`src/rtl/onewire_temp_responder.sv`:
```
// DS18B20-style 1-Wire slave: reset/presence, Skip ROM, Convert T and Read Scratchpad.
// Optional macro ONEWIRE_FULL_SCRATCHPAD_EN serves all 9 scratchpad bytes with a serial CRC8.
module onewire_temp_responder #(
    parameter int RST_MIN     = 400,
    parameter int PRES_WAIT   = 30,
    parameter int PRES_LEN    = 120,
    parameter int SAMPLE_AT   = 30,
    parameter int READ_HOLD   = 30,
    parameter int CONV_CYCLES = 1000
) (
    input  logic        clk,
    input  logic        rst_n,
    input  logic        dq_in,
    output logic        dq_oe,
    input  logic [15:0] temp_in,
    output logic [7:0]  cmd_byte,
    output logic        cmd_valid,
    output logic        conv_busy
);

    localparam logic [3:0] S_IDLE       = 4'd0;
    localparam logic [3:0] S_RST_LOW    = 4'd1;
    localparam logic [3:0] S_PRES_WAIT  = 4'd2;
    localparam logic [3:0] S_PRES_DRIVE = 4'd3;
    localparam logic [3:0] S_ROM_CMD    = 4'd4;
    localparam logic [3:0] S_FUNC_CMD   = 4'd5;
    localparam logic [3:0] S_CONV_POLL  = 4'd6;
    localparam logic [3:0] S_TX_BYTES   = 4'd7;
    localparam logic [3:0] S_WAIT_RESET = 4'd8;

    localparam logic [15:0] L_RST_MIN    = 16'(RST_MIN);
    localparam logic [15:0] L_RST_MIN_M1 = 16'(RST_MIN - 1);
    localparam logic [15:0] L_PW_M1      = 16'(PRES_WAIT - 1);
    localparam logic [15:0] L_PL_M1      = 16'(PRES_LEN - 1);
    localparam logic [15:0] L_SAMPLE     = 16'(SAMPLE_AT);
    localparam logic [15:0] L_READ_HOLD  = 16'(READ_HOLD);
    localparam logic [15:0] L_SLOT_MIN   = 16'((SAMPLE_AT > READ_HOLD) ? SAMPLE_AT : READ_HOLD);
    localparam logic [15:0] L_CONV       = 16'(CONV_CYCLES);

`ifdef ONEWIRE_FULL_SCRATCHPAD_EN
    localparam int TX_W    = 64;
    localparam int TX_BITS = 72;
`else
    localparam int TX_W    = 16;
    localparam int TX_BITS = 16;
`endif
    localparam logic [6:0] L_TX_LAST = 7'(TX_BITS - 1);

    logic            r_dq_s1, r_dq_s2, r_dq_prev;
    logic [15:0]     r_low_cnt;
    logic [3:0]      r_state;
    logic [15:0]     r_tcnt;
    logic            r_slot_act;
    logic [15:0]     r_slot_cnt;
    logic            r_rd_hold;
    logic [7:0]      r_rx;
    logic [6:0]      r_bitcnt;
    logic [TX_W-1:0] r_tx;
    logic [15:0]     r_conv_cnt;
    logic [15:0]     r_scratch;
`ifdef ONEWIRE_FULL_SCRATCHPAD_EN
    logic [7:0]      r_crc;

    function automatic logic [7:0] crc8_step(input logic [7:0] c, input logic b);
        logic fb;
        fb = c[0] ^ b;
        return fb ? ((c >> 1) ^ 8'h8C) : (c >> 1);
    endfunction
`endif

    logic       w_fall, w_rise, w_rst_hit;
    logic       w_wr_state, w_rd_state, w_slot_start;
    logic       w_tx_bit, w_rd_zero, w_sample, w_byte_done;
    logic [7:0] w_rx_byte;

    assign w_fall     = r_dq_prev & ~r_dq_s2;
    assign w_rise     = ~r_dq_prev & r_dq_s2;
    assign w_rst_hit  = ~r_dq_s2 && (r_low_cnt == L_RST_MIN_M1);
    assign w_wr_state = (r_state == S_ROM_CMD) || (r_state == S_FUNC_CMD);
    assign w_rd_state = (r_state == S_CONV_POLL) || (r_state == S_TX_BYTES);
    assign w_slot_start = w_fall & ~r_slot_act & (w_wr_state | w_rd_state);

    // Bit presented on a read slot: busy flag while polling, else the scratchpad/CRC stream
    always_comb begin
        w_tx_bit = 1'b1;
        if (r_state == S_CONV_POLL) begin
            w_tx_bit = ~conv_busy;
        end else if (r_state == S_TX_BYTES) begin
`ifdef ONEWIRE_FULL_SCRATCHPAD_EN
            w_tx_bit = (r_bitcnt < 7'd64) ? r_tx[0] : r_crc[0];
`else
            w_tx_bit = r_tx[0];
`endif
        end
    end

    assign w_rd_zero   = w_slot_start & w_rd_state & ~w_tx_bit;
    assign w_sample    = r_slot_act & w_wr_state & (r_slot_cnt == L_SAMPLE);
    assign w_rx_byte   = {r_dq_s2, r_rx[7:1]};
    assign w_byte_done = w_sample & (r_bitcnt == 7'd7);
    assign dq_oe       = (r_state == S_PRES_DRIVE) | r_rd_hold | w_rd_zero;

    always_ff @(posedge clk or negedge rst_n) begin
        if (!rst_n) begin
            r_dq_s1   <= 1'b1;
            r_dq_s2   <= 1'b1;
            r_dq_prev <= 1'b1;
            r_low_cnt <= 16'd0;
        end else begin
            r_dq_s1   <= dq_in;
            r_dq_s2   <= r_dq_s1;
            r_dq_prev <= r_dq_s2;
            if (r_dq_s2)
                r_low_cnt <= 16'd0;
            else if (r_low_cnt != L_RST_MIN)
                r_low_cnt <= r_low_cnt + 16'd1;
        end
    end

    always_ff @(posedge clk or negedge rst_n) begin
        if (!rst_n) begin
            r_state    <= S_IDLE;
            r_tcnt     <= 16'd0;
            r_slot_act <= 1'b0;
            r_slot_cnt <= 16'd0;
            r_rd_hold  <= 1'b0;
            r_rx       <= 8'd0;
            r_bitcnt   <= 7'd0;
            r_tx       <= '0;
            r_conv_cnt <= 16'd0;
            r_scratch  <= 16'h0550;
            cmd_byte   <= 8'h00;
            cmd_valid  <= 1'b0;
            conv_busy  <= 1'b0;
`ifdef ONEWIRE_FULL_SCRATCHPAD_EN
            r_crc      <= 8'd0;
`endif
        end else begin
            cmd_valid <= 1'b0;

            if (conv_busy) begin
                if (r_conv_cnt == 16'd1) begin
                    conv_busy  <= 1'b0;
                    r_conv_cnt <= 16'd0;
                    r_scratch  <= temp_in;
                end else begin
                    r_conv_cnt <= r_conv_cnt - 16'd1;
                end
            end

            // Slot stays armed until sampled and the bus is back high
            if (w_slot_start) begin
                r_slot_act <= 1'b1;
                r_slot_cnt <= 16'd1;
            end else if (r_slot_act) begin
                if (r_dq_s2 && (r_slot_cnt > L_SLOT_MIN))
                    r_slot_act <= 1'b0;
                if (r_slot_cnt != 16'hFFFF)
                    r_slot_cnt <= r_slot_cnt + 16'd1;
            end

            if (w_rd_zero)
                r_rd_hold <= 1'b1;
            else if (r_slot_cnt >= L_READ_HOLD)
                r_rd_hold <= 1'b0;

            case (r_state)
                S_IDLE: ;
                S_RST_LOW: begin
                    if (w_rise) begin
                        r_state <= S_PRES_WAIT;
                        r_tcnt  <= 16'd0;
                    end
                end
                S_PRES_WAIT: begin
                    if (r_tcnt == L_PW_M1) begin
                        r_state <= S_PRES_DRIVE;
                        r_tcnt  <= 16'd0;
                    end else begin
                        r_tcnt <= r_tcnt + 16'd1;
                    end
                end
                S_PRES_DRIVE: begin
                    if (r_tcnt == L_PL_M1) begin
                        r_state  <= S_ROM_CMD;
                        r_tcnt   <= 16'd0;
                        r_bitcnt <= 7'd0;
                    end else begin
                        r_tcnt <= r_tcnt + 16'd1;
                    end
                end
                S_ROM_CMD: begin
                    if (w_sample) begin
                        r_rx     <= w_rx_byte;
                        r_bitcnt <= r_bitcnt + 7'd1;
                    end
                    if (w_byte_done) begin
                        r_bitcnt <= 7'd0;
                        r_state  <= (w_rx_byte == 8'hCC) ? S_FUNC_CMD : S_WAIT_RESET;
                    end
                end
                S_FUNC_CMD: begin
                    if (w_sample) begin
                        r_rx     <= w_rx_byte;
                        r_bitcnt <= r_bitcnt + 7'd1;
                    end
                    if (w_byte_done) begin
                        r_bitcnt  <= 7'd0;
                        cmd_byte  <= w_rx_byte;
                        cmd_valid <= 1'b1;
                        case (w_rx_byte)
                            8'h44: begin
                                conv_busy  <= 1'b1;
                                r_conv_cnt <= L_CONV;
                                r_state    <= S_CONV_POLL;
                            end
                            8'hBE: begin
`ifdef ONEWIRE_FULL_SCRATCHPAD_EN
                                r_tx  <= {8'h10, 8'h0C, 8'hFF, 8'h7F, 8'h46, 8'h4B, r_scratch};
                                r_crc <= 8'd0;
`else
                                r_tx  <= r_scratch;
`endif
                                r_state <= S_TX_BYTES;
                            end
                            default: r_state <= S_WAIT_RESET;
                        endcase
                    end
                end
                S_CONV_POLL: ;
                S_TX_BYTES: begin
                    if (w_slot_start) begin
`ifdef ONEWIRE_FULL_SCRATCHPAD_EN
                        if (r_bitcnt < 7'd64)
                            r_crc <= crc8_step(r_crc, r_tx[0]);
                        else
                            r_crc <= r_crc >> 1;
`endif
                        r_tx     <= r_tx >> 1;
                        r_bitcnt <= r_bitcnt + 7'd1;
                        if (r_bitcnt == L_TX_LAST)
                            r_state <= S_WAIT_RESET;
                    end
                end
                S_WAIT_RESET: ;
                default: r_state <= S_IDLE;
            endcase

            // Bus reset wins over any state; conversion keeps running
            if (w_rst_hit) begin
                r_state    <= S_RST_LOW;
                r_slot_act <= 1'b0;
                r_rd_hold  <= 1'b0;
                r_bitcnt   <= 7'd0;
            end
        end
    end

endmodule

```
`config.mk`:
```
export PLATFORM = sky130hd
export DESIGN_NAME = onewire_temp_responder
export DESIGN_NICKNAME = d
export VERILOG_FILES = /design/src/rtl/onewire_temp_responder.sv
export SDC_FILE = /design/constraint.sdc
export NUM_CORES = 1
export LEC_CHECK = 0
export CORE_ASPECT_RATIO = 0.5
export CORE_UTILIZATION = 40
export CTS_BUF_LIST = sky130_fd_sc_hd__clkbuf_2
export CTS_CLUSTER_SIZE = 8
export DETAILED_ROUTE_END_ITERATION = 10
export GPL_TIMING_DRIVEN = 0
export SYNTH_ARGS = -nofsm -noshare
export SYNTH_HDL_FRONTEND = slang
export SYNTH_SLANG_ARGS = --single-unit
export TNS_END_PERCENT = 1
```
`constraint.sdc`:
```
create_clock -name clk -period 2.8 [get_ports clk]
set_clock_uncertainty 0.15 [all_clocks]
set_input_delay 0.56 -clock clk [delete_from_list [all_inputs] [get_ports clk]]
set_output_delay 0.56 -clock clk [all_outputs]
set_load 0.05 [all_outputs]
```
==> impl_metrics.ini, run 1 <==
[timing]
rsz0062_at_grt = true
fin_crit_sh = 1.01
clock.fmax_mhz = 354
setup_viol = 1
slew_headroom = 0.536
tns_ns = -0.0272
layout_setup_ws_ns = -0.0272
final_max_slew_viol_count = 0
holdWs_ns = 0.128
hold_viol_final = 0
period_minus_slack_ns = 2.83
tightest_slew_ns = 0.690

[clock_tree]
path_clk_slew_ns = 0.19
cts_tree = done
clk_path_buf_depth = 2
cts_root_buf = clkbuf_2
cts.sink_count = 129
htree_levels = 4
insertion_delay_ns = 0.66
cts_buffers = 17

[worst_setup_path]
end_kind = output port
r2r_slack_ns = 0.15
cp_cell_sequence = clkbuf_8 > nor3b_4 > nand2_2 > nor3_4 > or3_4 > buf_6
cp_max_fo = 2
path_class = register to output port
crit_path_start = r_dq_s2
slowest_delay_ns = 0.58
critPathArrivalTime_ns = 2.12
reg2reg_to = r_conv_cnt[1]
slowest_stage = dfstp_2
reg2reg_from = r_slot_cnt[12]
cp-start-kind = register
worstPathRequired_ns = 2.09
crit_cells = 6
cp-endpoint = dq_oe
critical-path-top-delay-family = simple AND/OR/NAND/NOR gates
path_buf_inv = 2
reg2reg_depth = 7

[yosys]
synth.most_common_cell = dfrtp_1
synth_flop_cell = dfrtp_1
synth_area_leaders = dfrtp_1, mux2_2, nor2_1, xor2_1, dfstp_2
synth_edf_count = 0
ys_types = 67
avgSynthCellArea_um2 = 10.2
synth_top_area_frac = 0.476
synth_common_cells = dfrtp_1, nor2_1, nand2_1, mux2_2, xor2_1
ys_seq_area_frac = 0.504
netlist_instances = 630
netlist.top_cell.by_area = dfrtp_1
async_reset_ff_frac = 1.00
synthesis.nets = 658
synth_seq_cells = 129
yosys_warnings = 0
netlist_area_mm2 = 0.00642

[placed_design]
pre_cts_ws_ns = -0.535
io_buffers = 29
globalplace.congestion = 0.819
hpwl_mm = 8.74
place_inst = 864

[grt]
grt_max_degree = 67
use_met1 = 0.233
grt_pass1_wl_mm = 22.2
grt_pass1_vias = 4637
antenna_found_initial = 1
grt_overflow = 0
gr-usage-met3 = 0.0401
grt_usage = 0.166
use_met2 = 0.255
top_usage_layer = met2

[power_and_ir_drop]
p_leak_uw = 0.00328
swShare = 0.242
internal_power_uw = 2420
comb_power_share = 0.029
switchingPower_uw = 775
peakVddDrop_mv = 0.311
pwr_density_cell_mw_per_mm2 = 434
clockPowerShare = 0.384
pwr-share-seq = 0.587

[drt]
vias = 4865
antenna_left = 0
drtIter0Drc = 267
dr.pass1.iters = 5
drc = 0
wl_mm = 12.9
drt-wirelength-per-cell_um = 14.3
via_per_inst = 5.38

[die]
rows = 32
start_util = 0.413
ioPinCount = 30
die_h_um = 91.6
fp.coreArea_mm2 = 0.0155
die_w_um = 181
die_area_mm2 = 0.0166

[cells_and_area]
areaGrowthSynthToFinish_pct = 14.8
nets = 714
register_area_mm2 = 0.00324
final_util = 0.474
num-fill-cells = 1487
drive_gt1_frac = 0.175
instances_no_fill = 904
multi_input_area_mm2 = 0.00305

[status]
status = finished with violations
violations = negative setup slack

[job]
maxCapViolCount = 0

[min_path]
hold_path_class = primary input to register
==> registers in the layout, indices dropped and copies added (netlist names), 7 cells and up <==
| signal | cells |
|---|---|
| r_scratch | 16 |
| r_conv_cnt | 16 |
| cmd_byte | 8 |
| r_tx | 16 |
| r_bitcnt | 7 |
| r_tcnt | 16 |
| r_rx | 7 |
| r_low_cnt | 16 |
| r_slot_cnt | 16 |
==> kinds of logic after synthesis <==
logic type      after synthesis  synth area share
fa+ha+maj                     9            0.0175
compound gates              113             0.120
mux                          33            0.0575
flops                       129             0.504
buf+inv                      40            0.0288
simple gates                262             0.211
xor+xnor                     44            0.0600
==> final cells by class <==
type,count,area share
flip-flops and latches,129,0.439
well taps,204,0.0346
inverters,15,0.00764
clock buffers,20,0.0136
multi-input cells,461,0.413
repair buffers,37,0.0509
diodes,1,0.000340
plain buffers,25,0.0190
clock inverters,12,0.0212
==> power groups by stage <==
stage / combinational, uW / sequential (uW) / clock, uW
3_3_place_gp: 83.5 / 1910 / 0
5_1_grt: 106 / 1880 / 1350
2_1_floorplan: 15.3 / 1910 / 0
3_5_place_dp: 88.6 / 1910 / 0
4_1_cts: 95.1 / 1880 / 1280
6_report: 92.2 / 1880 / 1230
==> layout by cell type, fill, tap and decap left out, types with 19 or more instances in the layout <==
cell type        Yosys  final
mux2_2              31     31
xor2_1              30     30
o22ai_1             19     19
clkdlybuf4s50_1      0     27
nand2_1             40     39
a21oi_1             29     29
nand3_1             29     29
nor2_1              88     88
clkbuf_2             0     21
dfrtp_1            122    122
==> worst min-delay path by stage <==
stage	from	end	slack, ns	cells past startpoint
after floorplan	rst_n	cmd_byte[0]	0.11	0
after global placement	r_dq_s1	r_dq_s2	0.20	0
after detailed placement	r_dq_s1	r_dq_s2	0.20	0
after CTS	dq_in	r_dq_s1	0.07	1
after global routing	dq_in	r_dq_s1	0.05	1
final	dq_in	r_dq_s1	0.13	1
==> per-layer routing <==
metal  part of all wire  vias to the layer above
met4              0.012                        0
li1                   -                     2387
met2               0.44                       92
met5                  0                        -
met3              0.040                       20
met1               0.51                     2366
==> per-stage QoR <==
| step | power, uW | area [um^2] |
|---|---|---|
| after floorplan | 1930 | 6420 |
| after global routing | 3340 | 7370 |
| after CTS | 3250 | 7350 |
| after detailed placement | 2000 | 6990 |
| final | 3200 | 7370 |
| after global placement | 2000 | 6960 |
==> timing repair <==
action / CTS / global route
hold buffers: 1 / 0
endpoints found under the hold margin: 59 / 0
pin swaps: 2 / 0
endpoints found under the setup margin: 1 / 6
setup buffers: 5 / 1
gates resized for setup: 21 / 1
No activity file was read; power rests on OpenSTA's default activity.
==> run 2, diff against run 1 <==
--- a/config.mk
+++ b/config.mk
@@ -10,7 +10,7 @@
 export CTS_BUF_LIST = sky130_fd_sc_hd__clkbuf_2
 export CTS_CLUSTER_SIZE = 8
 export DETAILED_ROUTE_END_ITERATION = 10
-export GPL_TIMING_DRIVEN = 0
+export GPL_TIMING_DRIVEN = 1
 export SYNTH_ARGS = -nofsm -noshare
 export SYNTH_HDL_FRONTEND = slang
 export SYNTH_SLANG_ARGS = --single-unit
==> run 2 against run 1 <==
The flow now finishes without violations. Die area unchanged. Final cell count shrank 0.33%. Largest power group unchanged. Highest routed layer unchanged. Wire length shrank 0.27%.
==> impl_metrics.ini, run 2 (synthesis results as in run 1) <==
[status]
status = completed

[worst_setup_path]
end_kind = output port
slowest_delay_ns = 0.49
worstPathRequired_ns = 2.09
cp-start-kind = register
cp_cell_sequence = buf_8 > o21ai_4 > nor3_4 > or3_4 > buf_12
slowest_stage = dfrtp_2
path_class = register to output port
critPathArrivalTime_ns = 2.03
cp_max_fo = 7

[power_and_ir_drop]
swShare = 0.277
p_leak_uw = 0.00331
switchingPower_uw = 872
peakVddDrop_mv = 0.186
comb_power_share = 0.029
pwr_density_cell_mw_per_mm2 = 425
pwr-share-seq = 0.597
clockPowerShare = 0.373
internal_power_uw = 2280

[timing]
fin_crit_sh = 0.978
rsz0062_at_grt = true
clock.fmax_mhz = 365
slew_headroom = 0.574
tightest_slew_ns = 0.638
setup_viol = 0
hold_viol_final = 0
final_max_slew_viol_count = 0
period_minus_slack_ns = 2.74

[cells_and_area]
final_util = 0.477
areaGrowthSynthToFinish_pct = 15.5
drive_gt1_frac = 0.200
register_area_mm2 = 0.00324
nets = 711
num-fill-cells = 1455
instances_no_fill = 901
final_common_cell = dfrtp_1
final_cell_mix = dfrtp_1, nor2_1, nand2_1
multi_input_area_mm2 = 0.00307

[placed_design]
io_buffers = 29
place_inst = 857
hpwl_mm = 8.69
globalplace.congestion = 0.815

[clock_tree]
path_clk_slew_ns = 0.22
htree_levels = 4
cts_tree = done
insertion_delay_ns = 0.70
clk_path_buf_depth = 2
cts_buffers = 17
cts.sink_count = 129
cts_root_buf = clkbuf_2

[drt]
via_per_inst = 5.26
drtIter0Drc = 265
antenna_left = 0
drc = 0
vias = 4743
dr.pass1.iters = 7
wl_mm = 12.9
drt-wirelength-per-cell_um = 14.3

[die]
start_util = 0.413
fp.coreArea_mm2 = 0.0155
die_w_um = 181
die_h_um = 91.6
die_area_mm2 = 0.0166
rows = 32
ioPinCount = 30

[grt]
grt_max_degree = 48
grt_usage = 0.168
grt_pass1_vias = 4620
grt_overflow = 0
antenna_found_initial = 1
grt_pass1_wl_mm = 22.4

[min_path]
hold_path_class = primary input to register

[job]
maxCapViolCount = 0
## run 2: changes by cell type in the layout (fill, tap and decap cells not counted), sizes merged, moves of 2 or more
cell    before  now
inv         17   24
clkbuf      32   17
buf         22   31
bufinv       3    1
## run 2: path summary, 6_finish.rpt
| kind | start | end | slack (ns) | cells after the start |
|---|---|---|---|---|
| setup / recovery | r_state[0] | dq_oe | 0.06 | 5 |
| hold / removal | dq_in | r_dq_s1 | 0.12 | 1 |
| setup reg to reg | r_tcnt[12] | r_state[3] | 0.29 | 6 |
| hold reg to reg | r_dq_s1 | r_dq_s2 | 0.25 | 0 |
| max in group asynchronous | rst_n | r_dq_s2 | 1.42 | 3 |
| min in group asynchronous | rst_n | r_low_cnt[14] | 0.26 | 2 |
## run 2: power by group through the flow
stage / Sequential [uW] / Clock (uW) / Combinational [uW]
2_1_floorplan: 1910 / 0 / 15.3
3_3_place_gp: 1910 / 0 / 87.4
3_5_place_dp: 1910 / 0 / 88.3
4_1_cts: 1880 / 1220 / 94.0
5_1_grt: 1880 / 1310 / 107
6_report: 1880 / 1180 / 92.5
## run 2: repair_timing
item / CTS / global route
endpoints found under the setup margin: 2 / 2
cloned: 0 / 0
pin swaps: 2 / 4
hold buffers: 1 / 0
resized for setup: 13 / 8
setup buffers: 1 / 9
endpoints found under the hold margin: 42 / 0
## run 2: layout make-up
cell class                      instances  share of cell area
Clock inverter                         15              0.0216
Multi-Input combinational cell        461               0.414
Sequential cell                       129               0.438
Antenna cell                            1            0.000338
Timing Repair Buffer                   59              0.0734
Tap cell                              204              0.0344
Inverter                               15             0.00760
Clock buffer                           17              0.0115
## run 2: per-stage QoR
step	total power, uW	setup TNS [ns]	cell area (um^2)	hold WS, ns	worst slack (ns)
final	3150	0	7410	0.120	0.0611
after global routing	3300	-0.0613	7410	0.0361	-0.0613
after CTS	3200	-0.0413	7310	0.0767	-0.0413
after detailed placement	2000	0	7010	0.199	0.297
after global placement	2000	0	7010	0.203	0.337
after floorplan	1930	0	6420	0.114	0.455
## run 2: routing by layer
| metal | vias up | routed length [um] | share of wire | track usage |
|---|---|---|---|---|
| li1 | 2370 | - | - | - |
| met1 | 2298 | 6630 | 0.51 | 0.236 |
| met2 | 62 | 5750 | 0.45 | 0.261 |
| met3 | 13 | 389 | 0.030 | 0.0405 |
| met4 | 0 | 143 | 0.011 | 0.0445 |
| met5 | - | 0 | 0 | 0 |
## run 2: critical path: cells and delay by family (launching register included)
family | cells | cell delay (ns)
AO/OA/AOI/OAI | 1 | 0.15
flip-flops | 1 | 0.49
AND/OR/NAND/NOR | 2 | 0.40
buffers and inverters | 2 | 0.31
==> run 3, diff against run 2 <==
--- a/config.mk
+++ b/config.mk
@@ -6,7 +6,7 @@
 export NUM_CORES = 1
 export LEC_CHECK = 0
 export CORE_ASPECT_RATIO = 0.5
-export CORE_UTILIZATION = 40
+export CORE_UTILIZATION = 39
 export CTS_BUF_LIST = sky130_fd_sc_hd__clkbuf_2
 export CTS_CLUSTER_SIZE = 8
 export DETAILED_ROUTE_END_ITERATION = 10
==> run 3 against run 2 <==
Worst setup slack worse by 0.026 ns. Maximum frequency is 0.93% lower. Wire length is 2.6% higher. Via count is 0.32% higher. Register-to-register slack worse by 0.03 ns. Clock power is 31% higher. Largest cell class unchanged. Global-route usage is 0.067 points higher. Highest routed layer unchanged. Sequential share of layout area is 0.99 points lower. Hold slack better by 0.044 ns. Non-clock buffer count is 6 higher. Sequential power hardly changed. Critical path depth stayed put.
==> impl_metrics.ini, run 3 (synthesis results as in run 1) <==
[status]
status = completed

[drt]
wl_mm = 13.2
vias = 4758
via_per_inst = 5.15
antenna_left = 0
drc = 0
drtIter0Drc = 247
drt-wirelength-per-cell_um = 14.3
dr.pass1.iters = 5

[job]
maxCapViolCount = 0

[timing]
clock.fmax_mhz = 362
final_max_slew_viol_count = 0
setup_viol = 0
slew_headroom = 0.597
layout_setup_ws_ns = 0.0355
hold_viol_final = 0
tightest_slew_ns = 0.599
rsz0062_at_grt = true
period_minus_slack_ns = 2.76
fin_crit_sh = 0.987

[worst_setup_path]
slowest_stage = dfstp_2
cp-start-kind = register
crit_path_start = r_dq_prev
r2r_slack_ns = 0.26
critical-path-top-delay-family = simple AND/OR/NAND/NOR gates
worstPathRequired_ns = 2.09
critPathArrivalTime_ns = 2.05
cp_cell_sequence = nor3b_4 > nand2_2 > nor3_4 > or3_4 > buf_12
reg2reg_from = r_slot_cnt[12]
path_class = register to output port
cp_max_fo = 4
slowest_delay_ns = 0.58
end_kind = output port
path_buf_inv = 1

[placed_design]
io_buffers = 29
globalplace.congestion = 0.797
hpwl_mm = 8.79
pre_cts_ws_ns = 0.236

[cells_and_area]
num_antenna_cells = 0
num-fill-cells = 1450
drive_gt1_frac = 0.202
nets = 717
final_common_cell = dfrtp_1
final_cell_mix = dfrtp_1, nor2_1, nand2_1
areaGrowthSynthToFinish_pct = 18.1
final_util = 0.482

[clock_tree]
insertion_delay_ns = 0.69
cts_tree = done
cts.sink_count = 129
path_clk_slew_ns = 0.18
cts_buffers = 17
clk_path_buf_depth = 2
htree_levels = 4
cts_root_buf = clkbuf_2

[grt]
grt_max_degree = 40
grt_pass1_wl_mm = 22.8
grt_pass1_vias = 4717
antenna_found_initial = 0
grt_usage = 0.169
grt_overflow = 0

[power_and_ir_drop]
p_leak_uw = 0.00339
pwr_density_cell_mw_per_mm2 = 463
peakVddDrop_mv = 0.275

[die]
die_area_mm2 = 0.0170
fp.coreArea_mm2 = 0.0157
start_util = 0.408
die_w_um = 183
die_h_um = 92.7
rows = 32
ioPinCount = 30

[min_path]
hold_path_class = primary input to register
hp-start = dq_in
==> run 3: cell types whose count changed in the layout (fill, tap and decap cells not counted), sizes merged <==
| cell | before | now |
|---|---|---|
| bufinv | 1 | 6 |
| buf | 31 | 37 |
| clkinvlp | 2 | 0 |
| clkinv | 3 | 4 |
| diode | 1 | 0 |
| clkbuf | 17 | 18 |
| inv | 24 | 19 |
==> run 3: repair_timing <==
item | CTS | global route
cloned | 0 | 0
setup endpoints to repair | 2 | 1
pin swaps | 0 | 3
resized for setup | 7 | 9
hold buffers | 1 | 0
hold endpoints to repair | 33 | 0
setup buffers | 2 | 12
==> run 3: metrics by stage <==
step	hold WS [ns]	area, um^2	TNS, ns	cells	power [uW]
3_3_place_gp	0.200	7070	0	876	2000
5_1_grt	0.0795	7580	-0.0977	923	3660
2_1_floorplan	0.114	6420	0	630	1930
6_report	0.164	7580	0	923	3510
3_5_place_dp	0.205	7070	0	876	2000
4_1_cts	0.118	7460	-0.142	911	3570
==> run 3: final cells by class <==
type                    instances  area [um^2]  share of cell area
repair buffers                 65          611              0.0805
flip-flops and latches        129         3240               0.428
clock buffers                  18         90.1              0.0119
well taps                     221          277              0.0365
multi-input cells             461         3060               0.403
inverters                      15         56.3             0.00743
clock inverters                14          250              0.0330
==> run 3: final timing paths <==
| kind | endpoint | cells past startpoint |
|---|---|---|
| worst max-delay path | dq_oe | 5 |
| worst min-delay path | r_dq_s1 | 1 |
| worst max register to register | r_tx[8] | 7 |
| worst min register to register | r_dq_s2 | 0 |
| max in group asynchronous | cmd_byte[7] | 3 |
| min in group asynchronous | r_conv_cnt[1] | 2 |
==> run 3: where the power goes <==
group / leakage [uW] / total, uW / switching [uW] / internal (uW)
Sequential: 0.00177 / 1880 / 6.65 / 1870
Combinational: 0.00143 / 93.7 / 53.9 / 39.8
Clock: 0.000194 / 1540 / 752 / 787
==> run 3: routing by layer <==
metal | global-route usage | wire [um]
met1 | 0.236 | 6740
met2 | 0.262 | 5870
met3 | 0.0405 | 504
met4 | 0.0479 | 138
met5 | 0 | 0
==> variant 1: new RTL, config.mk and constraints of run 1 <==
The option `ONEWIRE_FULL_SCRATCHPAD_EN` is turned on by a define.
--- a/src/rtl/onewire_temp_responder.sv
+++ b/src/rtl/onewire_temp_responder.sv
@@ -1,4 +1,6 @@
 // DS18B20-style 1-Wire slave: reset/presence, Skip ROM, Convert T and Read Scratchpad.
 // Optional macro ONEWIRE_FULL_SCRATCHPAD_EN serves all 9 scratchpad bytes with a serial CRC8.
+`define ONEWIRE_FULL_SCRATCHPAD_EN
+
 module onewire_temp_responder #(
     parameter int RST_MIN     = 400,
Behaviour: no difference found for any inputs over 10 cycles, from zero or initial values and one cycle with rst_n low; that may be too few to reach the edited logic, so the function may still have changed.
==> variant 1 against run 1 <==
The run still ends with negative setup slack left; wire length is 30% higher; synthesized area is 33% higher; critical endpoint unchanged; sequential power is 41% higher; via count is 29% higher; sequential cell count is 53 higher; setup slack worse by 0.30 ns; total power is 33% higher; global-route usage is 0.063 points higher; final area is 31% higher; non-clock buffer count is 17 higher; count of clock-buffer cells in the layout is 3 lower; die area is 32% higher.
==> variant 1: results (changes against run 1) <==
status = complete, but fails checks (unchanged)
failing checks = negative setup slack (unchanged)
Distinct cells, synth = 60 (was 67)
combinational share of power = 0.026 (was 0.029)
hold crit path type = in -> async (was in -> reg)
worst vdd ir = 268 uV (was 311 uV)
post-detail-place hpwl = 11.3 mm (was 8.74 mm)
multi-input gate count = 647 (was 461)
Sink Count = 182 (was 129)
largest net degree at the start of global routing = 124 (was 67)
vias in the first global route = 6103 (was 4637)
Seq/Total Area, Yosys = 0.536 (was 0.504)
switching power = 1.10 mW (was 0.775 mW)
internal power = 3.14 mW (was 2.42 mW)
share of cells above drive strength 1 = 0.101 (was 0.175)
grt met3 use = 0.0388 (was 0.0401)
Post-Place Cell Area = 9180 um2 (was 6990 um2)
Final Non-Filler Cells = 1230 (was 904)
gpl congestion = 0.866 (was 0.819)
DRT met1 WL = 8.55 mm (was 6.54 mm)
clkbuf count = 17 (was 20)
Final #Nets = 971 (was 714)
met3 routed WL = 623 um (was 513 um)
Seq area share = 0.475 (was 0.439)
Max transition margin = 0.477 (was 0.536)
M1 GR Usage = 0.235 (was 0.233)
Final clock-cell share = 0.0284 (was 0.0348)
multi-input combinational cell area = 3790 um2 (was 3050 um2)
endpoints failing setup = 1 (unchanged)
grt met2 use = 0.257 (was 0.255)
via count = 6283 (was 4865)
first-pass GRT wire length = 29.6 mm (was 22.2 mm)
Non-clk bufs = 79 (was 62)
Final Core Density = 0.465 (was 0.474)
Slowest-stage cell, CP = dfrtp_2 (was dfstp_2)
Worst-path clk slew = 0.28 ns (was 0.19 ns)
Logic inverters = 16 (was 15)
P_seq = 2.65 mW (was 1.88 mW)
Lkg Pwr = 4.41 nW (was 3.28 nW)
post-synth net total = 914 (was 658)
met2 WL = 7.53 mm (was 5.74 mm)
Fillers = 1963 (was 1487)
worst-path fanout max = 7 (was 2)
Final WS setup = -0.324 ns (was -0.0272 ns)
starting DRC count in detailed routing = 321 (was 267)
Finished Cell Area = 9620 um2 (was 7370 um2)
Non-clock buffer share = 0.0613 (was 0.0699)
DR WL/cell = 13.7 um (was 14.3 um)
Largest Register = r_tx
## variant 1: what timing repair did
item                       4_1_cts  5_1_grt
pin swaps                        0        6
hold endpoints to repair       137        1
setup endpoints to repair       57       69
hold buffers                     4        1
buffers inserted                 2        2
gates resized for setup         27       21
## variant 1: cells by family after synthesis
kind of cell	Yosys count	share of synthesized area
flip-flops	182	0.536
buffers and inverters	57	0.0262
adder cells (fa/ha/maj)	9	0.0132
XOR/XNOR	55	0.0566
AND/OR/NAND/NOR	417	0.236
AO/OA/AOI/OAI	131	0.0885
multiplexers	35	0.0434
## variant 1: final timing paths
path,startpoint,end,slack [ns],cells past startpoint
max in group asynchronous,rst_n,r_tx[6]$_DFFE_PN0P_,1.46,3
min in group clk,temp_in[6],r_scratch[6]$_DFFE_PN1P_,0.10,3
min reg2reg,r_dq_s1$_DFF_PN1_,r_dq_s2$_DFF_PN1_,0.24,0
max,r_bitcnt[6]$_DFFE_PN0P_,dq_oe,-0.32,5
max reg2reg,r_tcnt[9]$_DFFE_PN0P_,r_state[3]$_DFFE_PN0P_,0.12,6
min,rst_n,r_low_cnt[4]$_DFFE_PN0P_,0.09,2
## variant 1: stage by stage
stage / hold slack, ns / setup TNS (ns) / worst slack [ns]
after floorplan: 0.114 / 0 / 0.217
after global placement: 0.210 / -1173.81 / -6.56
after detailed placement: 0.209 / -1.98 / -0.753
after CTS: 0.00251 / -0.415 / -0.415
after global routing: 0.00377 / -0.937 / -0.485
final: 0.0910 / -0.324 / -0.324
## variant 1: worst max-delay path: cells and delay by family (launching register included)
kind	cells	cell delay (ns)
buffers and inverters	1	0.16
DFF	1	0.52
and+or+nand+nor	2	0.49
muxes	2	0.45
==> variant 2: new RTL, flow settings as in run 1 <==
Made on the original files. Put one more register stage on the output `cmd_byte`, with the module's reset. The value now appears one clock later. The other outputs are not delayed to match.
--- a/src/rtl/onewire_temp_responder.sv
+++ b/src/rtl/onewire_temp_responder.sv
@@ -47,4 +47,6 @@
     localparam logic [6:0] L_TX_LAST = 7'(TX_BITS - 1);
 
+    logic [7:0] cmd_byte_s0;
+
     logic            r_dq_s1, r_dq_s2, r_dq_prev;
     logic [15:0]     r_low_cnt;
@@ -130,5 +132,5 @@
             r_conv_cnt <= 16'd0;
             r_scratch  <= 16'h0550;
-            cmd_byte   <= 8'h00;
+            cmd_byte_s0 <= 8'h00;
             cmd_valid  <= 1'b0;
             conv_busy  <= 1'b0;
@@ -207,5 +209,5 @@
                     if (w_byte_done) begin
                         r_bitcnt  <= 7'd0;
-                        cmd_byte  <= w_rx_byte;
+                        cmd_byte_s0 <= w_rx_byte;
                         cmd_valid <= 1'b1;
                         case (w_rx_byte)
@@ -257,4 +259,12 @@
     end
 
+    always_ff @(posedge clk or negedge rst_n) begin
+        if (!rst_n) begin
+            cmd_byte <= '0;
+        end else begin
+            cmd_byte <= cmd_byte_s0;
+        end
+    end
+
 endmodule
 
Behaviour: same outputs for any inputs over 10 cycles, from zero or initial values and one cycle with rst_n low; that may be too few to reach the edited logic, so the function may still have changed.
==> variant 2 against run 1 <==
The flow still finishes with violations (negative setup slack); count of clock-buffer cells in the layout decreased by 2; wire length increased by 0.85%; sequential share of layout area increased by 1.0 points; combinational power increased by 20%; critical path depth increased by 2; hold slack got worse by 0.021 ns; fmax increased by 0.42%; setup slack improved by 0.012 ns; final area increased by 3.9%; total power increased by 6.5%; sequential power increased by 7%; synthesized area increased by 2.9%; sequential cell count increased by 8; largest cell class unchanged.
==> variant 2: results (changes against run 1) <==
Synth Area in Compound Gates = 0.0809 (was 0.120)
via count = 4874 (was 4865)
M1 GR Usage = 0.237 (was 0.233)
Seq/Total Area, Yosys = 0.520 (was 0.504)
post-synth net total = 687 (was 658)
status = complete, but fails checks (unchanged)
Worst-path clk slew = 0.23 ns (was 0.19 ns)
GRT Util Overall = 0.169 (was 0.166)
share of cells above drive strength 1 = 0.154 (was 0.175)
Post-Synth XOR/XNOR Area = 0.0584 (was 0.0600)
endpoints failing setup = 9 (was 1)
clk_lat worst skew = 0.70 ns (was 0.66 ns)
Final #Nets = 740 (was 714)
vias in the first global route = 4825 (was 4637)
first-pass GRT wire length = 23.1 mm (was 22.2 mm)
delay-heaviest family, CP = simple AND/OR/NAND/NOR gates (unchanged)
met2 WL = 5.76 mm (was 5.74 mm)
Antenna diodes = 0 (was 1)
DRT met1 WL = 6.83 mm (was 6.54 mm)
gpl congestion = 0.832 (was 0.819)
DR WL/cell = 13.8 um (was 14.3 um)
starting DRC count in detailed routing = 233 (was 267)
Adder-Cell Fraction of Synth Area = 0.0171 (was 0.0175)
dpl ws = -0.451 ns (was -0.535 ns)
Post-Place Cell Area = 7200 um2 (was 6990 um2)
Final WS setup = -0.0154 ns (was -0.0272 ns)
Syn Inst Count = 659 (was 630)
Max transition margin = 0.457 (was 0.536)
mux cell area share after synthesis = 0.0665 (was 0.0575)
post-CTS sizing = 25 (was 21)
FF-to-FF Start = r_slot_cnt[5]$_DFFE_PN0P_ (was r_slot_cnt[12]$_DFFE_PN0P_)
worst endpoint data arrival time = 3.29 ns (was 2.12 ns)
Distinct cells, synth = 62 (was 67)
post-detail-place hpwl = 8.72 mm (was 8.74 mm)
Commonest cells post-synth = dfrtp_1, nand2_1, nor2_1 (was dfrtp_1, nor2_1, nand2_1)
Fillers = 1519 (was 1487)
grt met2 use = 0.264 (was 0.255)
failing checks = negative setup slack (unchanged)
post-DR vias/cell = 5.15 (was 5.38)
grt met3 use = 0.0385 (was 0.0401)
worst-path fanout max = 9 (was 2)
Lkg Pwr = 3.55 nW (was 3.28 nW)
startpoint class of the critical path = register (unchanged)
initial antenna violation count = 0 (was 1)
Worst R2R Path Depth = 8 (was 7)
top cells by area, synth = dfrtp_1, nand2_1, mux2_2 (was dfrtp_1, mux2_2, nor2_1)
worst vdd ir = 207 uV (was 311 uV)
largest net degree at the start of global routing = 98 (was 67)
[variant 2: final cells by class]
cell class	instances	area, um2	share of cell area
Timing Repair Buffer	35	364	0.0476
Clock buffer	18	90.1	0.0118
Inverter	16	60.1	0.00785
Multi-Input combinational cell	481	3120	0.407
Sequential cell	137	3440	0.449
Buffer	24	136	0.0178
Tap cell	221	277	0.0361
Clock inverter	14	173	0.0226
[variant 2: path summary, 6_finish.rpt]
check                                     endpoint  slack, ns
hold / removal                   r_dq_s1$_DFF_PN1_       0.11
max in group asynchronous      r_rx[1]$_DFFE_PN0P_       1.48
hold reg to reg                  r_dq_s2$_DFF_PN1_       0.23
setup / recovery           r_conv_cnt[4]$_DFF_PN0_      -0.02
min in group asynchronous      r_tx[8]$_DFFE_PN0P_       0.15
setup reg to reg           r_conv_cnt[4]$_DFF_PN0_      -0.02
[variant 2: where the power goes]
group	switching, mW	total (mW)	internal, mW
registers	0.0112	2.01	2.00
logic	0.0618	0.111	0.0494
clock network	0.774	1.28	0.507
